## src/rtl/vcxo_mcu_link.sv

```systemverilog
// MCU command/status port for the VCXO discipline loop: byte-wide command FSM,
// clamped correction register, coherent status readback and a lock detector.
module vcxo_mcu_link #(
    parameter int          CORR_LIMIT  = 100,
    parameter int          LOCK_TOL    = 20,
    parameter int unsigned LOCK_CYCLES = 1228800
) (
    input  logic        clk_in,
    input  logic        reset_n_in,
    input  logic [23:0] freq_error_in,
    input  logic [23:0] pwm_in,
    input  logic        cmd_frame_in,
    input  logic [7:0]  cmd_data_in,
    input  logic        cmd_valid_in,
    output logic [7:0]  resp_data,
    output logic        resp_valid,
    output logic [7:0]  VCXO_correction,
    output logic        locked,
    output logic        cmd_error
);

    localparam logic [2:0] ST_IDLE      = 3'd0;
    localparam logic [2:0] ST_OPCODE    = 3'd1;
    localparam logic [2:0] ST_WR_CORR   = 3'd2;
    localparam logic [2:0] ST_RD_STATUS = 3'd3;
    localparam logic [2:0] ST_RD_LOCK   = 3'd4;
    localparam logic [2:0] ST_DRAIN     = 3'd5;

    localparam logic [7:0] OP_WR_CORR   = 8'hA0;
    localparam logic [7:0] OP_RD_STATUS = 8'hA1;
    localparam logic [7:0] OP_RD_LOCK   = 8'hA2;
    localparam logic [7:0] OP_CLR_ERR   = 8'hA3;

    localparam logic signed [7:0]  CORR_POS = 8'(CORR_LIMIT);
    localparam logic signed [7:0]  CORR_NEG = 8'(-CORR_LIMIT);
    localparam logic signed [23:0] TOL_POS  = 24'(LOCK_TOL);
    localparam logic signed [23:0] TOL_NEG  = 24'(-LOCK_TOL);
    localparam logic [31:0]        LOCK_MAX = 32'(LOCK_CYCLES);

    logic [2:0]  r_state;
    logic [2:0]  r_idx;
    logic [47:0] r_snap;
    logic [31:0] r_lock_cnt;

    logic              w_accept;
    logic              w_opcode_hit;
    logic signed [7:0] w_data_s;
    logic signed [7:0] w_corr;
    logic              w_in_tol;

    assign w_accept     = cmd_valid_in && cmd_frame_in;
    // A byte arriving on the very cycle the frame rises is still the opcode.
    assign w_opcode_hit = w_accept && (r_state == ST_IDLE || r_state == ST_OPCODE);
    assign w_data_s     = cmd_data_in;
    assign w_corr       = (w_data_s > CORR_POS) ? CORR_POS :
                          (w_data_s < CORR_NEG) ? CORR_NEG : w_data_s;
    // Signed window compare rather than abs(), so -2^23 cannot wrap positive.
    assign w_in_tol     = ($signed(freq_error_in) >= TOL_NEG) &&
                          ($signed(freq_error_in) <= TOL_POS);

    always_ff @(posedge clk_in) begin
        if (!reset_n_in) begin
            r_state         <= ST_IDLE;
            r_idx           <= 3'd0;
            r_snap          <= 48'd0;
            r_lock_cnt      <= 32'd0;
            resp_data       <= 8'd0;
            resp_valid      <= 1'b0;
            VCXO_correction <= 8'd0;
            locked          <= 1'b0;
            cmd_error       <= 1'b0;
        end else begin
            resp_valid <= 1'b0;

            if (w_in_tol) begin
                if (r_lock_cnt != LOCK_MAX) begin
                    r_lock_cnt <= r_lock_cnt + 32'd1;
                end
                locked <= (r_lock_cnt == LOCK_MAX);
            end else begin
                r_lock_cnt <= 32'd0;
                locked     <= 1'b0;
            end

            if (!cmd_frame_in) begin
                r_state <= ST_IDLE;
            end else if (w_opcode_hit) begin
                case (cmd_data_in)
                    OP_WR_CORR: r_state <= ST_WR_CORR;
                    OP_RD_STATUS: begin
                        r_state <= ST_RD_STATUS;
                        r_snap  <= {freq_error_in, pwm_in};
                        r_idx   <= 3'd0;
                    end
                    OP_RD_LOCK: r_state <= ST_RD_LOCK;
                    OP_CLR_ERR: begin
                        r_state   <= ST_DRAIN;
                        cmd_error <= 1'b0;
                    end
                    default: begin
                        r_state   <= ST_DRAIN;
                        cmd_error <= 1'b1;
                    end
                endcase
            end else begin
                case (r_state)
                    ST_IDLE: r_state <= ST_OPCODE;
                    ST_WR_CORR: begin
                        if (w_accept) begin
                            VCXO_correction <= w_corr;
                            r_state         <= ST_DRAIN;
                        end
                    end
                    ST_RD_STATUS: begin
                        if (w_accept) begin
                            // Snapshot is shifted out MSB-first: freq_error then pwm.
                            resp_data  <= r_snap[47:40];
                            resp_valid <= 1'b1;
                            r_snap     <= {r_snap[39:0], 8'd0};
                            r_idx      <= r_idx + 3'd1;
                            if (r_idx == 3'd5) begin
                                r_state <= ST_DRAIN;
                            end
                        end
                    end
                    ST_RD_LOCK: begin
                        if (w_accept) begin
                            resp_data  <= {6'b0, cmd_error, locked};
                            resp_valid <= 1'b1;
                            r_state    <= ST_DRAIN;
                        end
                    end
                    default: r_state <= r_state;
                endcase
            end
        end
    end

endmodule

```

## config.mk

```make
export PLATFORM = sky130hd
export DESIGN_NAME = vcxo_mcu_link
export DESIGN_NICKNAME = d
export VERILOG_FILES = /design/src/rtl/vcxo_mcu_link.sv
export SDC_FILE = /design/constraint.sdc
export NUM_CORES = 1
export LEC_CHECK = 0
export CAP_MARGIN = 40
export CORE_MARGIN = 2
export CORE_UTILIZATION = 50
export CTS_BUF_LIST = sky130_fd_sc_hd__clkbuf_4 sky130_fd_sc_hd__clkbuf_8
export DETAILED_ROUTE_END_ITERATION = 10
export PLACE_DENSITY_LB_ADDON = 0.05
export SYNTH_ARGS = -nofsm -noshare
export SYNTH_HDL_FRONTEND = slang
export SYNTH_SLANG_ARGS = --single-unit
```

## constraint.sdc

```tcl
create_clock -name clk_in -period 2.35 [get_ports clk_in]
set_clock_uncertainty 0.05 [all_clocks]
set_input_delay 0.3525 -clock clk_in [delete_from_list [all_inputs] [get_ports clk_in]]
set_output_delay 0.3525 -clock clk_in [all_outputs]
set_load 0.01 [all_outputs]
```

Word level (Yosys, flattened, before mapping)

Cells that the tools add are included.

Word-level logic and storage cells: 78
Register bits after elaboration: 105

$lt $le $gt $ge: 4
Multiplexer cells: 21
Add/sub/neg operators: 2
Reduce and logical (&&, ||, !) cells: 20
Equality and inequality tests: 17
Bitwise operators: 5

Operators by type and width:

| kind                                                                                  | number |
|---|---|
| 48-bit 2-to-1 mux                                                                     | 4 |
| 32-bit by 1-bit adder with 32-bit output (second input constant)                      | 1 |
| 32-bit by 21-bit equality test with 1-bit output (second input constant)              | 1 |
| 8-bit equality test (second input constant)                                           | 4 |
| 8-bit 2-to-1 mux                                                                      | 4 |
| 32-bit by 21-bit != test with 1-bit output (second input constant)                    | 1 |
| 24-bit by 6-bit greater-or-equal comparator with 1-bit output (second input constant) | 1 |
| 24-bit by 6-bit <= comparator with 1-bit output (second input constant)               | 1 |
| 3-bit 2-to-1 mux                                                                      | 8 |
| 3-bit case mux with 3 select lines                                                    | 2 |
| 8-bit case mux with 2 select lines                                                    | 1 |
| 4-bit AND reduction                                                                   | 3 |
| 8-bit > comparator (second input constant)                                            | 1 |
| 8-bit less-than comparator (second input constant)                                    | 1 |
| 3-bit by 2-bit equality test with 1-bit output (second input constant)                | 2 |
| 3-bit equality test (second input constant)                                           | 2 |
| 3-bit != test (second input constant)                                                 | 2 |
| 2-bit nonzero test                                                                    | 3 |
| 1-bit NOT                                                                             | 5 |
| 5-bit AND reduction                                                                   | 1 |
| 2-bit != test (second input constant)                                                 | 2 |
| 2-bit AND reduction                                                                   | 2 |
| 4-bit nonzero test                                                                    | 1 |
| 2-bit OR reduction                                                                    | 2 |
| other kinds (12)                                                                      | 14 |

Depth between registers and ports, before layout

Gate-level depths: netlist (run 1).

Depth after elaboration: 5
Mapped depth: 8
Depth with buffers taken out: 7

Least setup slack after synthesis (run 1)

No wires, ideal clock.

Path kind: in2reg
Start point: input cmd_data_in[6]
End point: register r_snap[7]
Setup time: 115 ps
Required time: 2185 ps
Path buffers: 2
Arrival: 1567 ps
Stages on the path: 7
Setup slack: 619 ps
Cells stage by stage: and4bb_1 > nand3b_1 > or2_1 > buf_2 > buf_6 > and3_1 > o21a_1

Cells in the longest elaborated chain, start to end: 3

Ends and longest elaborated chain:

| item                                               | RTL line | source |
|---|---|---|
| start, declared                                    | 13       | `input logic [7:0] cmd_data_in,` |
| 8-bit equality test                                | 88       | `case (cmd_data_in)` |
| 2-bit by 1-bit != test with 1-bit output (no line) | -        |  |
| 4-bit AND reduction (no line)                      | -        |  |
| end signal, assigned                               | 92       | `r_snap <= {freq_error_in, pwm_in};` |
| end signal, assigned                               | 119      | `r_snap <= {r_snap[39:0], 8'd0};` |
| end, declared                                      | 42       | `logic [47:0] r_snap;` |

Every way passes these cells.
A chain may end at the register's enable or synchronous reset.

Worst setup path in the final report (run 1)

Start point: input freq_error_in[6]
End point: register r_lock_cnt[9]

Cells in the longest elaborated chain, start to end: 3
Elaborated cells on any way between the ends: 4
Classes of those cells: order compare (2); reduce/logical (2)

Ends and longest elaborated chain:

| item                                                                                                                             | RTL line | source |
|---|---|---|
| start, declared                                                                                                                  | 10       | `input logic [23:0] freq_error_in,` |
| 24-bit by 6-bit greater-or-equal comparator with 1-bit output or 24-bit by 6-bit <= comparator with 1-bit output (tied branches) | 58, 59   |  |
| 1-bit logical AND *                                                                                                              | 58       | `assign w_in_tol = ($signed(freq_error_in) >= TOL_NEG) &&` |
| 2-bit AND reduction (no line) *                                                                                                  | -        |  |
| end signal, assigned                                                                                                             | 77       | `r_lock_cnt <= r_lock_cnt + 32'd1;` |
| end, declared                                                                                                                    | 43       | `logic [31:0] r_lock_cnt;` |

Every way passes the cells marked *; elsewhere a longest branch is shown, timed or not.

==> results of run 1 <==
[flip-flops by register name, summed over array words and instances, names as in the netlist]
register	cells
r_lock_cnt	32
locked	1
cmd_error	1
r_idx	3
resp_valid	1
r_state	3
r_snap	48
VCXO_correction	8
resp_data	8
[metal layers]
layer	up-vias	global-route usage	routed length, microns
met5	-	0	0
met4	0	0.06660	193
met3	18	0.04279	506
met2	87	0.3217	4732
met1	1951	0.3050	5660
li1	2115	-	-
[cell families after synthesis]
kind of cell | synth area share
DFF | 0.4237
and+or+nand+nor | 0.2310
AOI/OAI and AO/OA | 0.1455
buffers and inverters | 0.04338
adders and majority gates | 0.01261
muxes | 0.08903
xor gates and xnor gates | 0.05473
[worst max path at each step]
stage / start / end / slack [ps] / depth (start not counted)
6_report: freq_error_in[6] / r_lock_cnt[9]$_SDFFE_PN0N_ / 380 / 7
5_1_grt: freq_error_in[2] / r_lock_cnt[11]$_SDFFE_PN0N_ / 270 / 7
3_5_place_dp: freq_error_in[2] / r_lock_cnt[9]$_SDFFE_PN0N_ / 5 / 7
3_3_place_gp: freq_error_in[2] / r_lock_cnt[20]$_SDFFE_PN0N_ / 50 / 7
2_1_floorplan: cmd_data_in[6] / r_snap[7]$_SDFFE_PN0P_ / 620 / 7
4_1_cts: freq_error_in[2] / r_lock_cnt[9]$_SDFFE_PN0N_ / 390 / 7
[power groups by stage]
stage	clock, mW	combinational (mW)	sequential (mW)
global placement	0	0.269	1.83
detailed placement	0	0.270	1.83
finish	1.21	0.271	1.79
floorplan	0	0.107	1.83
CTS	1.24	0.271	1.79
global route	1.31	0.291	1.79
[worst min-delay path, cell delays in order (launching register included)]
cell and delay [ps]:
dfxtp_1 320, nand2_1 50, a21boi_1 50
[Yosys cell counts, drive strengths merged]
cell type / instances
nand2: 74
o21ai: 13
inv: 16
clkbuf: 10
o21a: 8
nor3: 11
and4bb: 2
nor4bb: 1
a32oi: 1
dfxtp: 105
o211ai: 1
a21oi: 14
nor4: 10
a311o: 1
ha: 5
a22oi: 1
o2111ai: 1
xnor2: 4
o211a: 42
and3: 13
nor2b: 6
nor3b: 2
or2: 1
nand4: 18
buf: 22
mux2: 1
nor4b: 2
nand3b: 2
a21boi: 7
or4: 1
a211oi: 1
nand3: 27
and4: 1
xor2: 27
or3b: 1
and3b: 1
mux2i: 43
and2: 2
or3: 2
nor2: 54
[per-stage QoR]
stage / util / total power [mW]
finish: 0.6411 / 3.271
floorplan: - / 1.936
global placement: 0.6190 / 2.099
detailed placement: 0.6190 / 2.101
CTS: 0.6411 / 3.303
global route: 0.6411 / 3.388
[cell type report]
class | instances | area (sq um)
well taps | 133 | 166.4
inverters | 16 | 60.06
clock buffers | 10 | 137.6
clock inverters | 4 | 76.32
flip-flops and latches | 105 | 2102
fillers | 881 | 3476
repair buffers | 106 | 1011
multi-input cells | 401 | 2655
[cells in the final DEF, fill, tap and decap left out, types with 2 or more instances in the layout]
cell             Yosys  final
and2_1               2      2
nor2b_1              6      6
and3_1              13     13
a21oi_1             14     14
xor2_1              27     27
dfxtp_1            105    105
buf_4                1     26
or3_1                2      2
clkdlybuf4s50_1      0     77
nand2_1             74     74
inv_1               16     16
o21ai_0              6      6
nand4_1             17     17
mux2i_1             43     43
ha_1                 5      5
a21boi_1             7      7
o21a_1               8      8
bufinv_16            0      2
nor4b_1              2      2
nor4_1               9      9
nor2_1              53     53
nand3b_1             2      2
nor3b_1              2      2
o21ai_1              6      5
clkbuf_8             0     10
nand3_1             26     26
xnor2_1              4      4
buf_12               0      2
o211a_1             42     42
nor3_1              10     10
==> impl_results.md, run 1 <==
- Status: finished clean
- Initial Utilization: 0.5123
- Sw frac: 0.2168
- Area leader, netlist: dfxtp_1
- Top delay family on crit path: simple AND/OR/NAND/NOR gates
- CP Buf/Inv Count: 2
- First-pass DRT Iterations: 4
- Internal power: 2.561 mW
- Leak Pwr: 2.734 nW
- Clock power share: 0.370
- Register share of total power: 0.547
- Final Critical Period: 1970 ps
- Tcrit/Tclk final: 0.8382
- YS warnings: 0
- Setup tns final: 0 ps
- Total grt overflow: 0
- Unique masters post-synth: 50
- WP data arrival: around 2200 ps
- Core ar.: 9684 sq um
- Endpoints failing setup: 0
- Max_slew headroom: 0.6967
- Non-filler instance count after layout: approximately 780
- R2R cell count: 6
- Cell Pwr Density: ~530 nW/um^2
- I/O Buffers: slightly below 80
- Num CTS Buffers: 9
- CP startpoint kind: primary input
- Synth Cell Area: 4961 sq um
- CTS tree: yes
- Final slew viol count: 0
- Clock sinks: roughly 110
- Worst-margin pin slew: 454.9 ps
- Final HPWL DP: 8111 microns
- R2R Setup Slk: 380 ps
- Syn Area/Cell: 8.955 sq um
- Synth top area share: 0.4237
- H-Tree Depth: 3
- RSZ-0062 raised after global routing: false
- Die height: 103.6 microns
- Post-Syn Nets: 619
- Hold-critical path endpoint: VCXO_correction[1]$_SDFFE_PN0P_
- Peak supply drop: 0.4219 mV
- Hold Path Depth: 2
- Global-route wire length before repair: 18,980 microns
- Total length of routed wires: 11,090 microns
- Sw Pwr: 0.7092 mW
- Site row count: 36
- Post-CTS Hold Fix Bufs: 0
- CTS root buffer: clkbuf_8
- Fin area: 6208 sq um
- Area Growth Syn to Fin: 25.14%
- Setup repair bufs after CTS: 0
- Initial DRC count: 201
- Max Cap Viol: 0
- Via density: 5.382
- Worst setup slack after layout: 380.3 ps
- Placed Cells: ~760
- CP Max Fanout: 12
- Fmax: 0.5077 GHz
- Worst hold start: VCXO_correction[1]$_SDFFE_PN0P_
- Post-route DRC violation count: 0
- Final Hold Vio Count: 0
- Comb power frac: 0.083
- Die area: between 10,000 and 15,000 sq um
- I/O pin count: 79
- Ant. Diodes: 0
- CTS clk-pin slew, worst paths: 100 ps
- Crit path cell chain: clkdlybuf4s50_1, nand3_1, or4_1, nor3_1, o21ai_2, buf_4, nor2_1
- DP Worst Slack: between 4 and 5 ps
- Crit path capture type: flip-flop
- Wire per inst: around 14 microns
- Max Root-Sink Buffers: 2
- Total number of vias: 4,171
- Largest net degree at the start of global routing: 66
- Gates resized, CTS repair: 0
- Hold Crit Class: reg2reg
- Critical R2R Launch: r_state[1]$_SDFFE_PN0P_
- Die Wd: 103.6 microns
- Synthesized flop and latch total: 105
- Syn Inst Count: 554
- Share of post-route cells with drive strength above 1: 0.08100
- Clk Latency, worst-skew pair: 360 ps
- Register area share after synthesis: 0.4237
- CP required: approximately 2600 ps
- Antenna-violating nets left: 0
- Slowest CP cell: clkdlybuf4s50_1
- Layout Nets: 704
- Worst hold slack: 407.9 ps
- Initial antenna violation count: 0
- Area of placed instances: approximately 6000 sq um
- RR Endpoint: r_snap[1]$_SDFFE_PN0P_
- GPL Wtd Cong: approximately 0.85
- CP max stage delay: 530 ps
- Number of global-route vias before repair: approximately 4,000
- Synth area leaders: dfxtp_1, mux2i_1, o211a_1
- All-Layer GR Usage: 0.2123
- Critical path class: in2reg
No activity file was read; power rests on OpenSTA's default activity.
==> run 2, diff against run 1 <==
==> constraint.sdc (replaced) <==
create_clock -name clk_in -period 1.9 [get_ports clk_in]
set_clock_uncertainty 0.05 [all_clocks]
set_input_delay 0.285 -clock clk_in [delete_from_list [all_inputs] [get_ports clk_in]]
set_output_delay 0.285 -clock clk_in [all_outputs]
set_load 0.01 [all_outputs]
==> run 2 against run 1 <==
Compared with the run above: die area did not move; register-to-register slack worse by 240 ps; setup slack got worse by 300 ps; count of clock-buffer cells in the layout is 1 higher; via count is 2.5% higher; non-clock buffer count is 42 higher; sequential share of layout area down 1.7 points; clock power up 25%; critical path depth did not move; utilization grew 3.5 points; cell count grew 5.5%.
==> impl_results.md, run 2 (synthesized netlist as in run 1, its figures left out) <==
- R2R cell count: 5 (-1)
- All-Layer GR Usage: 0.2199 (+0.007535)
- Biggest regs: r_snap (48), r_lock_cnt (32)
- Crit path cell chain: clkdlybuf4s50_1, nand4_1, or4_1, nor3_2, o21ai_2, buf_4, nor2_1
- Die height: 103.6 microns (unchanged)
- Post-route DRC violation count: 0 (unchanged)
- I/O pin count: 79 (unchanged)
- Final slew viol count: 0 (unchanged)
- Gates resized, CTS repair: 0 (unchanged)
- Ant. Diodes: 0 (unchanged)
- H-Tree Depth: 3 (unchanged)
- CP Buf/Inv Count: 2 (unchanged)
- RR Endpoint: r_lock_cnt[31]$_SDFFE_PN0N_
- Core Util, Final: 0.6758 (+0.03475)
- RSZ-0062 raised after global routing: true
- CTS root buffer: clkbuf_8
- Initial antenna violation count: 0 (unchanged)
- Antenna-violating nets left: 0 (unchanged)
- Peak supply drop: 0.4005 mV (-5.1%)
- Cell Pwr Density: 627.9 nW/um^2 (+19%)
- Clk Latency, worst-skew pair: 360 ps (about the same)
- Max Root-Sink Buffers: 2 (unchanged)
- Area of placed instances: 6322 sq um (+5.5%)
- Core ar.: 9684 sq um (unchanged)
- Num CTS Buffers: 9 (unchanged)
- Slowest CP cell: or4_1
- Hold Path Depth: 2 (unchanged)
- Worst-margin pin slew: 367.3 ps (-87.62 ps)
- Wire per inst: 14.31 microns (about the same)
- Max_slew headroom: 0.7529 (+0.05616)
- Placed Cells: 803 (+5.5%)
- CP Max Fanout: 12 (unchanged)
- Register share of total power: 0.538 (-0.009)
- Critical R2R Launch: r_lock_cnt[22]$_SDFFE_PN0N_
- Largest net degree at the start of global routing: 43 (-35%)
- Sw frac: 0.2187 (+0.001891)
- Fin area: 6545 sq um (+5.4%)
- Die Wd: 103.6 microns (unchanged)
- Biggest register: r_snap
- Via density: 5.227 (-2.9%)
- I/O Buffers: 78 (unchanged)
- Die area: 10,740 sq um (unchanged)
- Comb power frac: 0.094 (+0.011)
- Endpoints failing setup: 0 (unchanged)
- Hold-critical path endpoint: resp_data[1]$_SDFFE_PN0P_
- Site row count: 36 (unchanged)
- Post-CTS Hold Fix Bufs: 0 (unchanged)
- Leak Pwr: 2.949 nW (+7.9%)
- Final HPWL DP: 8647 microns (+6.6%)
- CTS clk-pin slew, worst paths: 100 ps (about the same)
- Critical path class: in2reg
- Total length of routed wires: 11,700 microns (+5.5%)
- Hold Crit Class: in2reg
- WP data arrival: 2060 ps (-160 ps)
- Sw Pwr: 0.8988 mW (+27%)
- GPL Wtd Cong: 0.8589 (+1.2%)
- Non-filler instance count after layout: 818 (+5.5%)
- Max reg flops: 48 (unchanged)
- Area Growth Syn to Fin: 31.93%
- Tcrit/Tclk final: 0.9552
- Most frequent cells in the layout: dfxtp_1, clkdlybuf4s50_1, nand2_1
- Initial Utilization: 0.5123 (unchanged)
- Number of global-route vias before repair: 4,149 (+5.0%)
- Leading cell type in the layout, fill and taps excluded: dfxtp_1
- Initial DRC count: 148 (-26%)
- Setup tns final: 0 ps (unchanged)
- Setup repair bufs after CTS: 0 (unchanged)
- Clock sinks: 105 (unchanged)
- Worst setup slack after layout: 85.13 ps (-295.2 ps)
- CP required: 2150 ps (-450 ps)
- Total grt overflow: 0 (unchanged)
- Final Critical Period: roughly 1800 ps
- Worst hold start: reset_n_in
- First-pass DRT Iterations: 5 (+1)
- Crit path capture type: flip-flop
- CP startpoint kind: primary input
- DP Worst Slack: -385.2 ps (-389.7 ps)
- R2R Setup Slk: 140 ps (-240 ps)
- Max Cap Viol: 0 (unchanged)
- CP max stage delay: 540 ps (about the same)
- Status: finished clean
- Clock power share: 0.368 (-0.002)
- Internal power: 3.210 mW (+25%)
- Layout Nets: 746 (+6.0%)
- Global-route wire length before repair: 19,650 microns (+3.6%)
- Final Hold Vio Count: 0 (unchanged)
- Fmax: 0.5510 GHz
- Top delay family on crit path: simple AND/OR/NAND/NOR gates
- Total number of vias: 4,276 (+2.5%)
- CTS tree: yes
- Share of post-route cells with drive strength above 1: 0.1416 (+0.06061)
run 2: worst max-delay path by stage:
stage | startpoint | to | slack [ps] | depth (start not counted)
2_1_floorplan | r_state[2]$_SDFFE_PN0P_ | r_snap[7]$_SDFFE_PN0P_ | 180 | 8
3_3_place_gp | freq_error_in[11] | r_lock_cnt[19]$_SDFFE_PN0N_ | -360 | 7
3_5_place_dp | freq_error_in[11] | r_lock_cnt[4]$_SDFFE_PN0N_ | -390 | 7
4_1_cts | freq_error_in[11] | r_lock_cnt[12]$_SDFFE_PN0N_ | 0.3 | 7
5_1_grt | freq_error_in[11] | r_lock_cnt[13]$_SDFFE_PN0N_ | -6 | 7
6_report | freq_error_in[14] | r_lock_cnt[12]$_SDFFE_PN0N_ | 90 | 7
run 2: power groups by stage:
stage	registers, mW	clock network (mW)	logic (mW)
after floorplan	2.26	0	0.133
after global placement	2.26	0	0.382
after detailed placement	2.26	0	0.385
after CTS	2.21	1.53	0.386
after global routing	2.21	1.62	0.417
final	2.21	1.51	0.386
run 2: area by class of cell:
class | count | area, sq um
fill | 833 | 3139
tap | 133 | 166.4
inverter | 16 | 60.06
multi-input combinational | 401 | 2663
timing repair buffer | 148 | 1339
clock buffer | 11 | 138.9
sequential | 105 | 2102
clock inverter | 4 | 76.32
run 2: layer usage:
layer	GRT usage	part of all wire
met2	0.3505	0.46
met1	0.3089	0.50
met3	0.03902	0.036
met5	0	0
met4	0.05888	0.0041
run 2: stage by stage:
| step | power [mW] | hold slack, ps |
|---|---|---|
| 4_1_cts | 4.133 | 283.1 |
| 3_5_place_dp | 2.648 | 408.7 |
| 5_1_grt | 4.248 | 316.8 |
| 2_1_floorplan | 2.395 | 375.6 |
| 6_report | 4.109 | 293.0 |
| 3_3_place_gp | 2.645 | 405.5 |
